**src/rtl/hazard_stall_controller_if.sv**
```systemverilog
// Pipeline-control bundle between the hazard/stall controller and the 5-stage datapath.
// The master side is the datapath; the slave side is the controller.
interface hazard_stall_controller_if;
   logic       IDEX_memread_ctrl;
   logic [4:0] IDEX_reg_rt;
   logic [4:0] IFID_reg_rs;
   logic [4:0] IFID_reg_rt;
   logic       IFID_uses_rt;
   logic       IDEX_muldiv_ctrl;
   logic       branch_taken;
   logic       muldiv_done;
   logic       pc_write;
   logic       IFID_write;
   logic       IFID_flush;
   logic       IDEX_write;
   logic       IDEX_bubble;
   logic       EXMEM_bubble;
   logic       muldiv_go;
   logic       muldiv_timeout_err;

   modport master (
      output IDEX_memread_ctrl, IDEX_reg_rt, IFID_reg_rs, IFID_reg_rt, IFID_uses_rt,
             IDEX_muldiv_ctrl, branch_taken, muldiv_done,
      input  pc_write, IFID_write, IFID_flush, IDEX_write, IDEX_bubble, EXMEM_bubble,
             muldiv_go, muldiv_timeout_err
   );

   modport slave (
      input  IDEX_memread_ctrl, IDEX_reg_rt, IFID_reg_rs, IFID_reg_rt, IFID_uses_rt,
             IDEX_muldiv_ctrl, branch_taken, muldiv_done,
      output pc_write, IFID_write, IFID_flush, IDEX_write, IDEX_bubble, EXMEM_bubble,
             muldiv_go, muldiv_timeout_err
   );
endinterface

```
**src/rtl/hazard_stall_controller.sv**
```systemverilog
// Load-use stall, branch flush and mul/div freeze sequencing for the 5-stage MIPS core.
// Optional macro HAZARD_PERF_CNT_EN adds a saturating 32-bit stall_cycles counter.
module hazard_stall_controller #(
   parameter int LOAD_USE_CYCLES = 1,
   parameter int MULDIV_TIMEOUT  = 64
) (
   input  logic                       clk,
   input  logic                       reset,
   hazard_stall_controller_if.slave   hz
`ifdef HAZARD_PERF_CNT_EN
   ,
   output logic [31:0]                stall_cycles
`endif
);
   typedef enum logic [1:0] {RUN, LOAD_STALL, MULDIV_WAIT} state_t;

   localparam logic [1:0] REMAIN_INIT = 2'((LOAD_USE_CYCLES > 1) ? (LOAD_USE_CYCLES - 2) : 0);
   localparam logic [7:0] TIMEOUT     = 8'(MULDIV_TIMEOUT);

   state_t     state_q, state_d;
   logic [1:0] remain_q, remain_d;
   logic [7:0] wait_cnt_q, wait_cnt_d;
   logic       err_q, err_d;
   logic [7:0] wait_next;
   logic       load_use;

   logic pc_write, ifid_write, ifid_flush, idex_write, idex_bubble, exmem_bubble, muldiv_go;

   assign load_use = hz.IDEX_memread_ctrl && (hz.IDEX_reg_rt != 5'd0) &&
                     ((hz.IDEX_reg_rt == hz.IFID_reg_rs) ||
                      (hz.IFID_uses_rt && (hz.IDEX_reg_rt == hz.IFID_reg_rt)));

   // The count seen during a WAIT cycle is one past the stored value, so the first WAIT cycle is 1.
   assign wait_next = (wait_cnt_q == 8'hFF) ? wait_cnt_q : wait_cnt_q + 8'd1;

   always_comb begin
      state_d      = state_q;
      remain_d     = remain_q;
      wait_cnt_d   = wait_cnt_q;
      err_d        = err_q;
      pc_write     = 1'b1;
      ifid_write   = 1'b1;
      ifid_flush   = 1'b0;
      idex_write   = 1'b1;
      idex_bubble  = 1'b0;
      exmem_bubble = 1'b0;
      muldiv_go    = 1'b0;

      case (state_q)
         RUN: begin
            if (hz.IDEX_muldiv_ctrl) begin
               pc_write     = 1'b0;
               ifid_write   = 1'b0;
               idex_write   = 1'b0;
               exmem_bubble = 1'b1;
               muldiv_go    = 1'b1;
               state_d      = MULDIV_WAIT;
               wait_cnt_d   = 8'd0;
            end else if (hz.branch_taken) begin
               ifid_flush  = 1'b1;
               idex_bubble = 1'b1;
            end else if (load_use) begin
               pc_write    = 1'b0;
               ifid_write  = 1'b0;
               idex_bubble = 1'b1;
               if (LOAD_USE_CYCLES > 1) begin
                  state_d  = LOAD_STALL;
                  remain_d = REMAIN_INIT;
               end
            end
         end
         LOAD_STALL: begin
            pc_write    = 1'b0;
            ifid_write  = 1'b0;
            idex_bubble = 1'b1;
            if (remain_q == 2'd0) state_d = RUN;
            else                  remain_d = remain_q - 2'd1;
         end
         MULDIV_WAIT: begin
            wait_cnt_d = wait_next;
            if (hz.muldiv_done) begin
               state_d = RUN;
            end else if (wait_next == TIMEOUT) begin
               exmem_bubble = 1'b1;
               err_d        = 1'b1;
               state_d      = RUN;
            end else begin
               pc_write     = 1'b0;
               ifid_write   = 1'b0;
               idex_write   = 1'b0;
               exmem_bubble = 1'b1;
            end
         end
         default: state_d = RUN;
      endcase

      if (reset) begin
         pc_write     = 1'b0;
         ifid_write   = 1'b0;
         idex_write   = 1'b0;
         ifid_flush   = 1'b1;
         idex_bubble  = 1'b1;
         exmem_bubble = 1'b1;
         muldiv_go    = 1'b0;
      end
   end

   always_ff @(posedge clk) begin
      if (reset) begin
         state_q    <= RUN;
         remain_q   <= 2'd0;
         wait_cnt_q <= 8'd0;
         err_q      <= 1'b0;
      end else begin
         state_q    <= state_d;
         remain_q   <= remain_d;
         wait_cnt_q <= wait_cnt_d;
         err_q      <= err_d;
      end
   end

   assign hz.pc_write           = pc_write;
   assign hz.IFID_write         = ifid_write;
   assign hz.IFID_flush         = ifid_flush;
   assign hz.IDEX_write         = idex_write;
   assign hz.IDEX_bubble        = idex_bubble;
   assign hz.EXMEM_bubble       = exmem_bubble;
   assign hz.muldiv_go          = muldiv_go;
   assign hz.muldiv_timeout_err = err_q;

`ifdef HAZARD_PERF_CNT_EN
   logic [31:0] perf_q, perf_d;

   always_comb begin
      perf_d = perf_q;
      if (!pc_write && (perf_q != 32'hFFFF_FFFF)) perf_d = perf_q + 32'd1;
   end

   always_ff @(posedge clk) begin
      if (reset) perf_q <= 32'd0;
      else       perf_q <= perf_d;
   end

   assign stall_cycles = perf_q;
`endif
endmodule
```
**src/flat_wrapper.sv**
```systemverilog
// flat-port wrapper written by rule: the top's interface ports become plain ports
module hazard_stall_controller_flat 
#(
   parameter int LOAD_USE_CYCLES = 1,
   parameter int MULDIV_TIMEOUT  = 64
)
  (clk, reset, hz_IDEX_memread_ctrl, hz_IDEX_reg_rt, hz_IFID_reg_rs, hz_IFID_reg_rt, hz_IFID_uses_rt, hz_IDEX_muldiv_ctrl, hz_branch_taken, hz_muldiv_done, hz_pc_write, hz_IFID_write, hz_IFID_flush, hz_IDEX_write, hz_IDEX_bubble, hz_EXMEM_bubble, hz_muldiv_go, hz_muldiv_timeout_err);
  hazard_stall_controller_if hz_i ();
  input  logic clk;
  input  logic reset;
  input wire logic [$bits(hz_i.IDEX_memread_ctrl)-1:0] hz_IDEX_memread_ctrl;
  input wire logic [$bits(hz_i.IDEX_reg_rt)-1:0] hz_IDEX_reg_rt;
  input wire logic [$bits(hz_i.IFID_reg_rs)-1:0] hz_IFID_reg_rs;
  input wire logic [$bits(hz_i.IFID_reg_rt)-1:0] hz_IFID_reg_rt;
  input wire logic [$bits(hz_i.IFID_uses_rt)-1:0] hz_IFID_uses_rt;
  input wire logic [$bits(hz_i.IDEX_muldiv_ctrl)-1:0] hz_IDEX_muldiv_ctrl;
  input wire logic [$bits(hz_i.branch_taken)-1:0] hz_branch_taken;
  input wire logic [$bits(hz_i.muldiv_done)-1:0] hz_muldiv_done;
  output wire logic [$bits(hz_i.pc_write)-1:0] hz_pc_write;
  output wire logic [$bits(hz_i.IFID_write)-1:0] hz_IFID_write;
  output wire logic [$bits(hz_i.IFID_flush)-1:0] hz_IFID_flush;
  output wire logic [$bits(hz_i.IDEX_write)-1:0] hz_IDEX_write;
  output wire logic [$bits(hz_i.IDEX_bubble)-1:0] hz_IDEX_bubble;
  output wire logic [$bits(hz_i.EXMEM_bubble)-1:0] hz_EXMEM_bubble;
  output wire logic [$bits(hz_i.muldiv_go)-1:0] hz_muldiv_go;
  output wire logic [$bits(hz_i.muldiv_timeout_err)-1:0] hz_muldiv_timeout_err;
  assign hz_i.IDEX_memread_ctrl = hz_IDEX_memread_ctrl;
  assign hz_i.IDEX_reg_rt = hz_IDEX_reg_rt;
  assign hz_i.IFID_reg_rs = hz_IFID_reg_rs;
  assign hz_i.IFID_reg_rt = hz_IFID_reg_rt;
  assign hz_i.IFID_uses_rt = hz_IFID_uses_rt;
  assign hz_i.IDEX_muldiv_ctrl = hz_IDEX_muldiv_ctrl;
  assign hz_i.branch_taken = hz_branch_taken;
  assign hz_i.muldiv_done = hz_muldiv_done;
  assign hz_pc_write = hz_i.pc_write;
  assign hz_IFID_write = hz_i.IFID_write;
  assign hz_IFID_flush = hz_i.IFID_flush;
  assign hz_IDEX_write = hz_i.IDEX_write;
  assign hz_IDEX_bubble = hz_i.IDEX_bubble;
  assign hz_EXMEM_bubble = hz_i.EXMEM_bubble;
  assign hz_muldiv_go = hz_i.muldiv_go;
  assign hz_muldiv_timeout_err = hz_i.muldiv_timeout_err;
  hazard_stall_controller #(.LOAD_USE_CYCLES(LOAD_USE_CYCLES), .MULDIV_TIMEOUT(MULDIV_TIMEOUT)) u_core (.clk(clk), .reset(reset), .hz(hz_i));
endmodule
```
**config.mk**
```make
export PLATFORM = sky130hd
export DESIGN_NAME = hazard_stall_controller_flat
export DESIGN_NICKNAME = d
export VERILOG_FILES = /design/src/rtl/hazard_stall_controller_if.sv /design/src/rtl/hazard_stall_controller.sv /design/src/flat_wrapper.sv
export SDC_FILE = /design/constraint.sdc
export NUM_CORES = 1
export LEC_CHECK = 0
export ABC_AREA = 1
export BUFFER_PORTS_ARGS = -buffer_cell sky130_fd_sc_hd__buf_2
export CAP_MARGIN = 20
export CORE_ASPECT_RATIO = 1.1
export CORE_UTILIZATION = 55
export CTS_BUF_LIST = sky130_fd_sc_hd__clkbuf_8
export CTS_CLUSTER_SIZE = 20
export DETAILED_ROUTE_END_ITERATION = 6
export PLACE_DENSITY = 0.95
export SLEW_MARGIN = 30
export SYNTH_ARGS = -nofsm -noshare
export SYNTH_HDL_FRONTEND = slang
export SYNTH_SLANG_ARGS = --single-unit
```
**constraint.sdc**
```tcl
create_clock -name clk -period 2.5 [get_ports clk]
set_input_delay 0.125 -clock clk [delete_from_list [all_inputs] [get_ports clk]]
set_output_delay 0.125 -clock clk [all_outputs]
set_load 0.03 [all_outputs]
```
==> impl_summary.txt <==
----------------------------------------------------
[Run status]
  Outcome ... complete, no violations

[Global route]
  Number of global-route vias before repair ... 917
  GR met2 Demand/Resource ... 44.5%
  Gr usage total ... 27.2%
  Antenna violations before repair ... 0
  Wire length of the first global-routing pass ... 3.35 mm
  Grt met1 use ... 33.3%
  Maximum number of pins on one net before global-route repair ... 15
  Global routing usage on met3 ... 6.15%
  Global-route congestion overflow total ... 0
  Layer with the highest usage after global routing ... met2

[Clocking]
  TritonCTS clock tree ... done
  Total clock buffers created by CTS ... 3
  Clock input transition at the sequential cells of the worst setup and hold paths ... 0.05 ns
  Clock root buffer master ... clkbuf_8
  Hold buffers post-CTS ... 0
  Number of buffers inserted by post-CTS setup repair ... 0
  Largest buffer count on any clock path ... 2
  Source-to-sink clock delay at the later pin of the worst-skew pair ... 0.24 ns
  Clk sinks ... 10
  Max H-tree Level ... 1
  Post-cts repair resize count ... 0

[Synthesis]
  Area share of the largest cell type after synthesis ... 22.9%
  Post-synth net total ... 170
  Total of flip-flops plus latches after synthesis ... 10
  Mean Syn Cell Area ... 5.95 sq um
  Post-synthesis xor/xnor area fraction ... 7.01%
  Multiplexer share of the synthesized area ... 0%
  Complex-gate fraction of the synthesized area ... 10.4%
  Simple-gate share of the synthesized area ... 47.9%
  Fraction of the mapped netlist area in adder cells ... 1.43%
  Top cell type by total area after synthesis ... dfxtp_1
  Distinct cells, synth ... 21
  Share of the yosys chip area belonging to registers ... 22.9%
  Area contributors post-synth ... dfxtp_1, nand2_1, inv_1
  Post-Synthesis Cells ... 147
  Area of the mapped netlist ... 875 sq um
  Dominant combinational cell family by area after synthesis ... simple AND/OR/NAND/NOR gates
  YS warnings ... 0

[Floorplanning]
  Die Outline Area ... 1750 sq um
  Number of top-level design ports ... 30
  Starting Density ... 61.6%
  Core area ... 1420 sq um
  Die span in x ... 40.0 microns
  Number of rows in the core area ... 14
  Die Span Y ... 43.8 microns

[Flow run]
  Count of maximum capacitance violations ... 0

[Timing]
  Sum of negative setup slack ... 0 ns
  Final setup violation count ... 0
  Transition at the pin with the smallest max-transition slack ... 0.641 ns
  Worst-case clock skew ... 0.00209 ns
  Final min period ... 2.18 ns
  Final cycle utilization of the critical path ... 87.3%
  Remaining max-slew budget at the tightest pin ... 57.1%
  Max Freq ... 458 MHz
  Final Hold Vio Count ... 0
  Unrepaired setup endpoints after global routing ... no
  Pins over their slew limit ... 0

[Setup path]
  Arrival time reported for the critical path endpoint ... 2.06 ns
  Flop-to-flop setup slack ... 0.82 ns
  Endpoint of the most critical register-to-register path ... u_core.state_q[1]
  Startpoint of the worst-slack reg-to-reg timing path ... u_core.wait_cnt_q[1]
  Worst path required time ... 2.38 ns
  CP Class ... reg2out
  Worst setup path endpoint ... hz_IFID_write
  Cell count of the worst reg-to-reg path ... 10
  Critical Path Start Type ... flop
  Start point of the critical path ... u_core.wait_cnt_q[1]
  Critical path capture point type ... output port
  Critical-path maximum fanout ... 5

[Detailed routing]
  Routed Wire Length ... 1.95 mm
  Routed vias ... 983
  DRC violations left ... 0
  Average wire per standard cell ... 10.1 microns
  DRC violation total after the first TritonRoute iteration ... 28
  First-pass detailed-route iteration total ... 6
  Via/cell ratio ... 5.09
  Remaining antenna violation count after routing ... 0

[Pwr]
  Net switching fraction of the power ... 27.8%
  Total chip power ... 469 uW
  Worst vdd rail ir drop ... 380 uV
  Power density cells ... 434 nW/um^2
  Sw power ... 130 uW
  Static Leakage ... 0.000514 uW
  Power share of the sequential group ... 36.1%
  Cell internal pwr ... 338 uW
  Part of the power in combinational logic ... 20.4%
  Clock Power Share ... 43.6%

[Finish]
  Ratio of cells with drive above 1 in the final layout ... 26.6%
  FF+latch area ... 200 sq um
  Total area of multi-input combinational cells ... 584 sq um
  Highest-count cells in the layout ignoring fill and taps ... nand2_1, buf_2, inv_1
  Number of nets in the layout ... 201
  ANT cells ... 0
  Post-synthesis to final-layout area growth ... 23.5%
  Most common cell after layout, fill and taps aside ... nand2_1
  Layout fillers ... 101

[Hold path]
  Hold Path Class ... in2reg

[Placed design]
  Routability congestion estimate ... 0.859
  Total half-perimeter wirelength after legalization and detailed placement ... 1.59 mm
  Quantity of I/O buffers inserted on ports ... 29

----------------------------------------------------
-- cell families after synthesis --
family	after synthesis
buffers and inverters	23
xor gates and xnor gates	7
AOI/OAI and AO/OA	18
DFF	10
adders and majority gates	1
and+or+nand+nor	88
-- worst min-delay path by stage --
stage,from,to,slack (ns),cells past startpoint
after global routing,hz_IDEX_muldiv_ctrl,u_core.state_q[1],0.19,3
after detailed placement,u_core.hz.muldiv_timeout_err,u_core.hz.muldiv_timeout_err,0.44,2
after global placement,hz_IDEX_muldiv_ctrl,u_core.state_q[1],0.43,3
final,hz_IDEX_muldiv_ctrl,u_core.state_q[1],0.19,3
after floorplan,reset,u_core.state_q[1],0.24,1
after CTS,hz_IDEX_muldiv_ctrl,u_core.state_q[1],0.19,3
-- per-layer routing --
| metal | routed length [microns] | up-vias |
|---|---|---|
| met4 | 25 | 0 |
| met3 | 94 | 4 |
| met5 | 0 | - |
| li1 | - | 527 |
| met1 | 860 | 423 |
| met2 | 969 | 29 |
-- flip-flops by register name (all words and copies together) (netlist names) --
| signal | flops |
|---|---|
| u_core.wait_cnt_q | 8 |
| u_core.hz.muldiv_timeout_err | 1 |
| u_core.state_q | 1 |
-- power by group through the flow --
stage	Clock, uW	Combinational [uW]	Sequential, uW
2_1_floorplan	0	64.8	168
3_3_place_gp	0	92.8	172
3_5_place_dp	0	95.7	172
4_1_cts	208	96.1	169
5_1_grt	213	105	169
6_report	204	95.4	169
-- through the flow --
step	utilization [%]	worst slack (ns)	cells	cell area, sq um	hold WS, ns
finish	76.1	0.319	193	1080	0.193
global route	76.1	0.202	193	1080	0.194
CTS	76.1	0.343	193	1080	0.193
detailed placement	72.2	0.611	189	1020	0.445
global placement	72.2	0.699	189	1020	0.435
floorplan	-	0.564	147	875	0.236
-- cell usage after synthesis --
| cell | n |
|---|---|
| nand4_1 | 4 |
| inv_1 | 20 |
| nor2_8 | 1 |
| nor2_4 | 1 |
| nand3b_1 | 1 |
| or2_2 | 2 |
| a21oi_1 | 12 |
| dfxtp_1 | 10 |
| xnor2_1 | 4 |
| nor2_2 | 5 |
| clkbuf_1 | 2 |
| nand3_1 | 14 |
| nand2_2 | 4 |
| nand3_2 | 1 |
| buf_4 | 1 |
| nand2_1 | 45 |
| ha_1 | 1 |
| nor2_1 | 10 |
| o22ai_1 | 1 |
| xor2_1 | 3 |
| o21ai_0 | 5 |
-- area by class of cell --
type	count	share of cell area, %
multi-input cells	114	54.1
flip-flops and latches	10	18.5
well taps	16	1.85
repair buffers	29	13.4
clock buffers	4	5.10
inverters	20	6.95
-- worst max-delay path, stage by stage, from the launching register on --
cell and delay [ns]:
dfxtp_1 0.42, ha_1 0.25, inv_1 0.09, nor2_4 0.14
nand3_1 0.12, nand2_1 0.09, nand2_1 0.07, nor2_2 0.13
nand3_2 0.09, nand2_2 0.07, nand2_2 0.05, nor2_2 0.09
buf_2 0.20
No activity file was read; power rests on OpenSTA's default activity.
